--- src/rtl/rvcpu_pkg.sv ---
// Shared rvcpu definitions: pipeline controller FSM states and default pipeline depth.
package rvcpu_pkg;

    localparam int DEFAULT_STAGES = 5;
    localparam int DRAIN_CNT_W    = 4;

    typedef enum logic [1:0] {
        ST_RUN    = 2'd0,
        ST_DRAIN  = 2'd1,
        ST_HALTED = 2'd2
    } ctrl_state_t;

endpackage

--- src/rtl/pipeline_ctrl_stall_resolve.sv ---
// Combinational stall/bubble/flush resolution for a linear pipeline of Stages stages.
module stall_resolve #(
    parameter int Stages = 5
) (
    input  logic [Stages-1:0] stallreq,
    input  logic [Stages-1:0] flushreq,
    output logic [Stages:0]   stall,
    output logic [Stages:0]   bubble,
    output logic              hold0,
    output logic              flush_accept
);

    logic [Stages-1:0] hold;
    int                flush_stage;

    // A stalled stage holds everything younger; the oldest unheld flush wins and clears the younger stages.
    always_comb begin
        hold         = '0;
        stall        = '0;
        bubble       = '0;
        flush_accept = 1'b0;
        flush_stage  = 0;

        hold[Stages-1] = stallreq[Stages-1];
        for (int i = Stages - 2; i >= 0; i--) begin
            hold[i] = hold[i+1] | stallreq[i];
        end

        for (int s = 0; s < Stages; s++) begin
            if (flushreq[s] && !hold[s]) begin
                flush_accept = 1'b1;
                flush_stage  = s;
            end
        end

        for (int i = 0; i < Stages; i++) begin
            stall[i] = hold[i];
        end
        for (int i = 1; i < Stages; i++) begin
            bubble[i] = hold[i-1] & ~hold[i];
        end
        bubble[Stages] = hold[Stages-1];

        if (flush_accept) begin
            for (int i = 0; i < Stages; i++) begin
                if (i <= flush_stage) begin
                    stall[i] = 1'b0;
                    if (i >= 1) begin
                        bubble[i] = 1'b1;
                    end
                end
            end
        end
    end

    assign hold0 = hold[0];

endmodule

--- src/rtl/pipeline_ctrl.sv ---
// Pipeline controller: stall/bubble generation plus RUN/DRAIN/HALTED sequencing.
// Performance counters are built only when PIPELINE_CTRL_PERF_EN is defined.
module pipeline_ctrl
    import rvcpu_pkg::*;
#(
    parameter int Stages   = DEFAULT_STAGES,
    parameter int CntWidth = 32
) (
    input  logic                clk,
    input  logic                rst,
    input  logic [Stages-1:0]   stallreq,
    input  logic [Stages-1:0]   flushreq,
    input  logic                halt_req,
    input  logic                resume,
    output logic [Stages:0]     stall,
    output logic [Stages:0]     bubble,
    output logic                halted,
    output logic [CntWidth-1:0] cycles,
    output logic [CntWidth-1:0] stall_cycles,
    output logic [CntWidth-1:0] flush_count
);

    ctrl_state_t            state;
    logic [DRAIN_CNT_W-1:0] drain_cnt;
    logic [Stages:0]        run_stall;
    logic [Stages:0]        run_bubble;
    logic                   hold0;
    logic                   flush_accept;

    stall_resolve #(.Stages(Stages)) u_resolve (
        .stallreq     (stallreq),
        .flushreq     (flushreq),
        .stall        (run_stall),
        .bubble       (run_bubble),
        .hold0        (hold0),
        .flush_accept (flush_accept)
    );

    // While draining, the PC is frozen and IF feeds bubbles unless a flush redirects it.
    always_comb begin
        stall  = run_stall;
        bubble = run_bubble;
        if (state == ST_DRAIN) begin
            stall[0]  = ~flush_accept;
            bubble[1] = 1'b1;
        end else if (state == ST_HALTED) begin
            stall  = '1;
            bubble = '0;
        end
    end

    always_ff @(posedge clk or posedge rst) begin
        if (rst) begin
            state     <= ST_RUN;
            drain_cnt <= '0;
            halted    <= 1'b0;
        end else begin
            case (state)
                ST_RUN: begin
                    if (halt_req) begin
                        state     <= ST_DRAIN;
                        drain_cnt <= DRAIN_CNT_W'(Stages);
                    end
                end
                ST_DRAIN: begin
                    if (!hold0) begin
                        drain_cnt <= drain_cnt - 1'b1;
                        if (drain_cnt == DRAIN_CNT_W'(1)) begin
                            state  <= ST_HALTED;
                            halted <= 1'b1;
                        end
                    end
                end
                ST_HALTED: begin
                    if (resume) begin
                        state  <= ST_RUN;
                        halted <= 1'b0;
                    end
                end
                default: begin
                    state     <= ST_RUN;
                    drain_cnt <= '0;
                    halted    <= 1'b0;
                end
            endcase
        end
    end

`ifdef PIPELINE_CTRL_PERF_EN
    always_ff @(posedge clk or posedge rst) begin
        if (rst) begin
            cycles       <= '0;
            stall_cycles <= '0;
            flush_count  <= '0;
        end else begin
            cycles <= cycles + CntWidth'(1);
            if (state == ST_RUN && stall[0]) begin
                stall_cycles <= stall_cycles + CntWidth'(1);
            end
            if (flush_accept && state != ST_HALTED) begin
                flush_count <= flush_count + CntWidth'(1);
            end
        end
    end
`else
    assign cycles       = '0;
    assign stall_cycles = '0;
    assign flush_count  = '0;
`endif

endmodule

--- config.mk ---
export PLATFORM = sky130hd
export DESIGN_NAME = pipeline_ctrl
export DESIGN_NICKNAME = d
export VERILOG_FILES = /design/src/rtl/rvcpu_pkg.sv /design/src/rtl/pipeline_ctrl_stall_resolve.sv /design/src/rtl/pipeline_ctrl.sv
export SDC_FILE = /design/constraint.sdc
export NUM_CORES = 1
export LEC_CHECK = 0
export ABC_AREA = 1
export CAP_MARGIN = 20
export CORE_ASPECT_RATIO = 1.4
export CORE_MARGIN = 4
export CORE_UTILIZATION = 31
export CTS_CLUSTER_DIAMETER = 200
export DETAILED_ROUTE_END_ITERATION = 7
export GPL_ROUTABILITY_DRIVEN = 0
export GPL_TIMING_DRIVEN = 0
export PLACE_DENSITY = 0.84
export SLEW_MARGIN = 10
export SYNTH_ARGS = -nofsm -noshare
export SYNTH_HDL_FRONTEND = slang
export SYNTH_SLANG_ARGS = --single-unit
--- constraint.sdc ---
create_clock -name clk -period 1.5 [get_ports clk]
set_clock_uncertainty 0.05 [all_clocks]
set_input_delay 0.225 -clock clk [delete_from_list [all_inputs] [get_ports clk]]
set_output_delay 0.225 -clock clk [all_outputs]
set_load 0.01 [all_outputs]
Word-level counts from Yosys, hierarchy flattened
Cells that the tools add are included.

storage, ports and cells
  register bits after elaboration = 7
  bits of input ports = 14
  output and inout bits = 109
  logic and storage cells = 84

operators by class
  magnitude comparators = 5
  bitwise operators = 15
  equal/unequal tests = 7
  reductions and logical operators = 14
  mux-type cells = 39
  add/sub/neg operators = 1

operators with widths
  cell                                                                             number
  1-bit two-way mux                                                                21
  4-bit two-way mux                                                                4
  2-bit two-way mux                                                                6
  6-bit two-way mux                                                                2
  4-bit case mux with 3 select lines                                               1
  5-bit two-way mux                                                                2
  4-bit AND reduction                                                              2
  1-bit NOT                                                                        7
  1-bit by 3-bit less-or-equal comparator with 1-bit output, first input constant  2
  2-bit by 3-bit less-or-equal comparator with 1-bit output, first input constant  2
  2-bit != test, second input constant                                             3
  2-bit case mux with 3 select lines                                               1
  1-bit logical AND                                                                5
  1-bit zero test                                                                  5
  1-bit AND                                                                        4
  4-bit by 1-bit == test with 1-bit output, second input constant                  1
  1-bit OR                                                                         4
  4-bit by 1-bit subtractor with 4-bit output, second input constant               1
  3-bit less-or-equal comparator, first input constant                             1
  3-bit two-way mux                                                                1
  1-bit case mux with 3 select lines                                               1
  3-bit AND reduction                                                              1
  2-bit by 1-bit == test with 1-bit output, second input constant                  1
  2-bit == test, second input constant                                             1
  2 further kinds                                                                  2

Logic depth before layout (Yosys ltp)
  depth in word-level cells = 14
  depth in mapped cells = 7
  mapped depth without buffers = 7

By module
From an unflattened synthesis, not the netlist that was laid out.

unflattened totals
  cell total of the unflattened synthesis = 218
  area total of the unflattened synthesis = 1483.9 µm²

by module, submodules not included
  module         area an instance (µm²)  instances  seq. area each (µm²)  cells an instance
  pipeline_ctrl  1280.0                  1          175.2                 181
  stall_resolve  203.9                   1          0.0                   37

Worst setup path before layout
OpenSTA, ideal clock, no wires.

  kind = reg2out
  start point = reg state[1]
  end point = out bubble[2]
  slack = 104 ps
  data arrival time = 1121 ps
  stages on the path, launching flop included = 6
  path buffers = 0
  cell sequence = dfrtp_1 > inv_1 > nor2_4 > inv_1 > o21ai_0 > nor2_1

on the way
  cells in the longest elaborated chain, start to end = 3
  elaborated cells between the ends (all ways) = 4
  classes of those cells = eq/ne (2); mux (2)

RTL lines
  what                    line                 source
  from (decl)             pipeline_ctrl.sv:23  ctrl_state_t state;
  from (signal assigned)  pipeline_ctrl.sv:54  state <= ST_RUN;
  from (signal assigned)  pipeline_ctrl.sv:61  state <= ST_DRAIN;
  from (signal assigned)  pipeline_ctrl.sv:69  state <= ST_HALTED;
  2-bit == test           pipeline_ctrl.sv:46  end else if (state == ST_HALTED) begin
  6-bit two-way mux       pipeline_ctrl.sv:46
  4-bit two-way mux *     pipeline_ctrl.sv:43  if (state == ST_DRAIN) begin
  to (decl)               pipeline_ctrl.sv:16  output logic [Stages:0] bubble,

Every way passes the cells marked *; elsewhere a longest branch is shown, timed or not.

Worst setup path in the final report
  start point = reg state[1]
  end point = out bubble[1]

on the way
  cells in the longest elaborated chain, start to end = 3
  elaborated cells between the ends (all ways) = 4
  classes of those cells = eq/ne (2); mux (2)

RTL lines
  what                 line
  2-bit == test        pipeline_ctrl.sv:46
  6-bit two-way mux    pipeline_ctrl.sv:46
  1-bit two-way mux *  pipeline_ctrl.sv:43

Marked as above.

==> results by group <==
Clocking
  – Bufs on Longest Clock Path: 2
  – Post-cts hold buffer count: 0
  – CTS Sinks: 7
  – Clk slew on worst S/H paths: 0.04 ns
  – Clock Root Buffer: clkbuf_8
  – H-tree Lvls: 1
  – CTS tree: yes
  – Clk_lat worst skew: 0.24 ns
  – CTS buffer count: 3

Timing
  – Period utilisation layout: 102.5%
  – Unrepaired setup endpoints after global routing: true
  – Fmax: 650.2 MHz
  – TNS Setup: -0.04830 ns
  – Fin crit period: 1.538 ns
  – Hold Worst Slack: 0.1906 ns
  – Setup violations, final: 2
  – Final hold viol count: 0
  – Final Max Slew Viols: 0
  – Worst setup margin: -0.03804 ns

Die
  – Chip Height: 85.39 um
  – Die area: 5403 um2
  – Effective utilization at floorplan: 32.99%
  – Row Count: 27
  – Num ports: 123
  – Core ar.: 4020 um2
  – Die Wd: 63.28 um

Worst setup path
  – CP startpoint kind: flip-flop
  – Slowest cell delay on critical path: 0.39 ns
  – Kind of cell adding the most delay to the critical path: flip-flops
  – Crit path kind: flip-flop to output pin
  – Crit path DAT: 1.26 ns
  – Buf/Inv on CP: 3
  – CP max-delay cell: dfrtp_1
  – CP Max Fanout: 3
  – CP Depth: 7
  – Critical path required time: 1.22 ns
  – CP Capture Type: output pin
  – Crit-path cells: buf_6 > nor2_4 > inv_2 > o21ai_2 > nor2_1 > nor2_1 > buf_2
  – Worst r2r path cells: 7
  – Dominant cell type by count on the critical path: nor2_1

Power
  – NetSw: 742.8 uW
  – Pint: 945.7 uW
  – Leakage: 1.427 nW
  – Comb power frac: 63.3%
  – Reg power frac: 20.1%
  – Maximum VDD drop: 359.5 uV
  – Clk pwr share: 16.6%
  – Cell Pwr Density: 763.3 nW/um2
  – Sw Ratio: 43.99%

Route
  – DRT iter0 DRCs: 12
  – Via count: 1,273
  – DR DRC count: 0
  – Via density: 3.368
  – DRT Pass-1 Iters: 4
  – Wirelength per Cell: 8.487 um
  – Post-Route WL: 3208 um
  – Post-route ant nets: 0

Cells and area
  – Final instance area: 2212 um2
  – Share of cells above drive strength 1: 47.46%
  – Filler instances: 378
  – Area Growth Syn to Fin: 66.79%
  – Nets: 352
  – Diodes inserted: 0
  – Util after Layout: 55.03%

Status
  – Failing checks: setup timing
  – Outcome: finished, violations left

Logic synthesis
  – Post-Syn Instances: 191
  – Synthesized flop and latch total: 7
  – Cell area after synthesis: 1326 um2
  – Sequential cell area fraction in the yosys report: 13.21%
  – Yosys cell types: 18
  – Yosys warning total: 0
  – Mean Syn Cell Area: 6.944 um2

Placed design
  – Post-DP Area: 1991 um2
  – Port-buffer cells: 25
  – DP HPWL: 2601 um

Global routing
  – Grt total ovfl: 0
  – Initial antenna violation count: 0
  – Vias in the first global route: 1,212
  – Pin count of the biggest net entering global routing: 9
  – First-pass GRT wire length: 5009 um
  – Gr usage total: 11.68%

Run
  – Max_cap viols: 0

Min path
  – Worst Hold Class: primary input to async pin
-- area by class of cell --
class	count	area, um2	area share, %
Buffer	97	728.2	32.92
Timing Repair Buffer	44	342.8	15.50
Sequential cell	7	176.4	7.975
Clock buffer	4	45.04	2.036
Inverter	20	80.08	3.620
Tap cell	43	53.80	2.432
Multi-Input combinational cell	163	785.8	35.52
-- cells by family (layout without fill, tap and decap cells) --
group | count (synthesis) | in the layout | share of synthesized area (%)
AOI/OAI and AO/OA | 14 | 14 | 5.283
xor gates and xnor gates | 2 | 2 | 1.321
adders and majority gates | 2 | 2 | 1.886
buffers and inverters | 117 | 165 | 60.57
DFF | 7 | 7 | 13.21
other | 1 | 97 | 0.2827
and+or+nand+nor | 48 | 48 | 17.45
-- final timing paths --
path,from,endpoint,slack [ns]
setup / recovery,state[1],bubble[1],-0.04
hold / removal,rst,drain_cnt[2],0.19
setup reg to reg,state[1],drain_cnt[1],0.08
hold reg to reg,halted,halted,0.42
max in group asynchronous,rst,state[0],0.97
min in group clk,halted,halted,0.42
-- cells in the mapped netlist (all sizes together) --
library cell  count  share of area (%)
conb              1               0.28
inv              20                5.7
xor2              2                1.3
o21ai            12                4.5
nor3              3                1.1
nor2             12                5.1
nand4             4                1.9
buf              97                 55
ha                2                1.9
nand2            20                5.8
or2               1               0.47
dfrtp             7                 13
a21oi             2               0.75
nand3             8                3.0
-- cell usage in the layout, fill, tap and decap left out, types with 2 or more instances in the layout --
cell / netlist / final
clkbuf_2: 0 / 3
inv_4: 0 / 2
o21ai_1: 4 / 4
nand4_1: 4 / 4
o21ai_0: 8 / 4
nor2_1: 9 / 9
nand3_1: 8 / 6
inv_1: 18 / 14
xor2_1: 2 / 2
nand2_4: 0 / 2
dlygate4sd2_1: 0 / 4
nand2_1: 19 / 11
nand2_2: 1 / 6
conb_1: 1 / 97
inv_2: 2 / 4
nor3_1: 3 / 2
buf_6: 0 / 3
buf_4: 97 / 114
buf_2: 0 / 8
nand3_2: 0 / 2
clkdlybuf4s15_1: 0 / 2
dfrtp_1: 7 / 6
clkdlybuf4s50_1: 0 / 6
ha_1: 2 / 2
o21ai_2: 0 / 4
clkbuf_8: 0 / 3
nor2_4: 3 / 3
-- power groups by stage --
stage / Clock (mW) / Sequential, mW / Combinational (mW)
after detailed placement: 0 / 0.324 / 0.879
after global routing: 0.303 / 0.351 / 1.20
after floorplan: 0 / 0.317 / 0.688
after CTS: 0.288 / 0.324 / 0.925
after global placement: 0 / 0.322 / 0.863
final: 0.280 / 0.339 / 1.07
-- routing by layer --
layer  GRT usage, %  share of wire, %
met2          21.42                52
met4          7.073               1.8
met5              0                 0
met1          9.723                31
met3          6.225                15
-- per-stage QoR --
step	std cells	worst slack, ns	power, mW
after global placement	355	-0.7452	1.184
after floorplan	287	0.1038	1.005
after global routing	378	-0.1511	1.859
final	378	-0.03804	1.689
after detailed placement	355	-0.7482	1.202
after CTS	376	-0.07129	1.537
-- registers in the layout, indices dropped and copies added (netlist names) --
register   count
drain_cnt      4
halted         1
state          2
-- repair_timing --
item,in CTS,in global routing
pin swaps,12,9
buffers inserted,17,2
resized for setup,61,32
setup endpoints to repair,11,16
No activity file was read; power rests on OpenSTA's default activity.
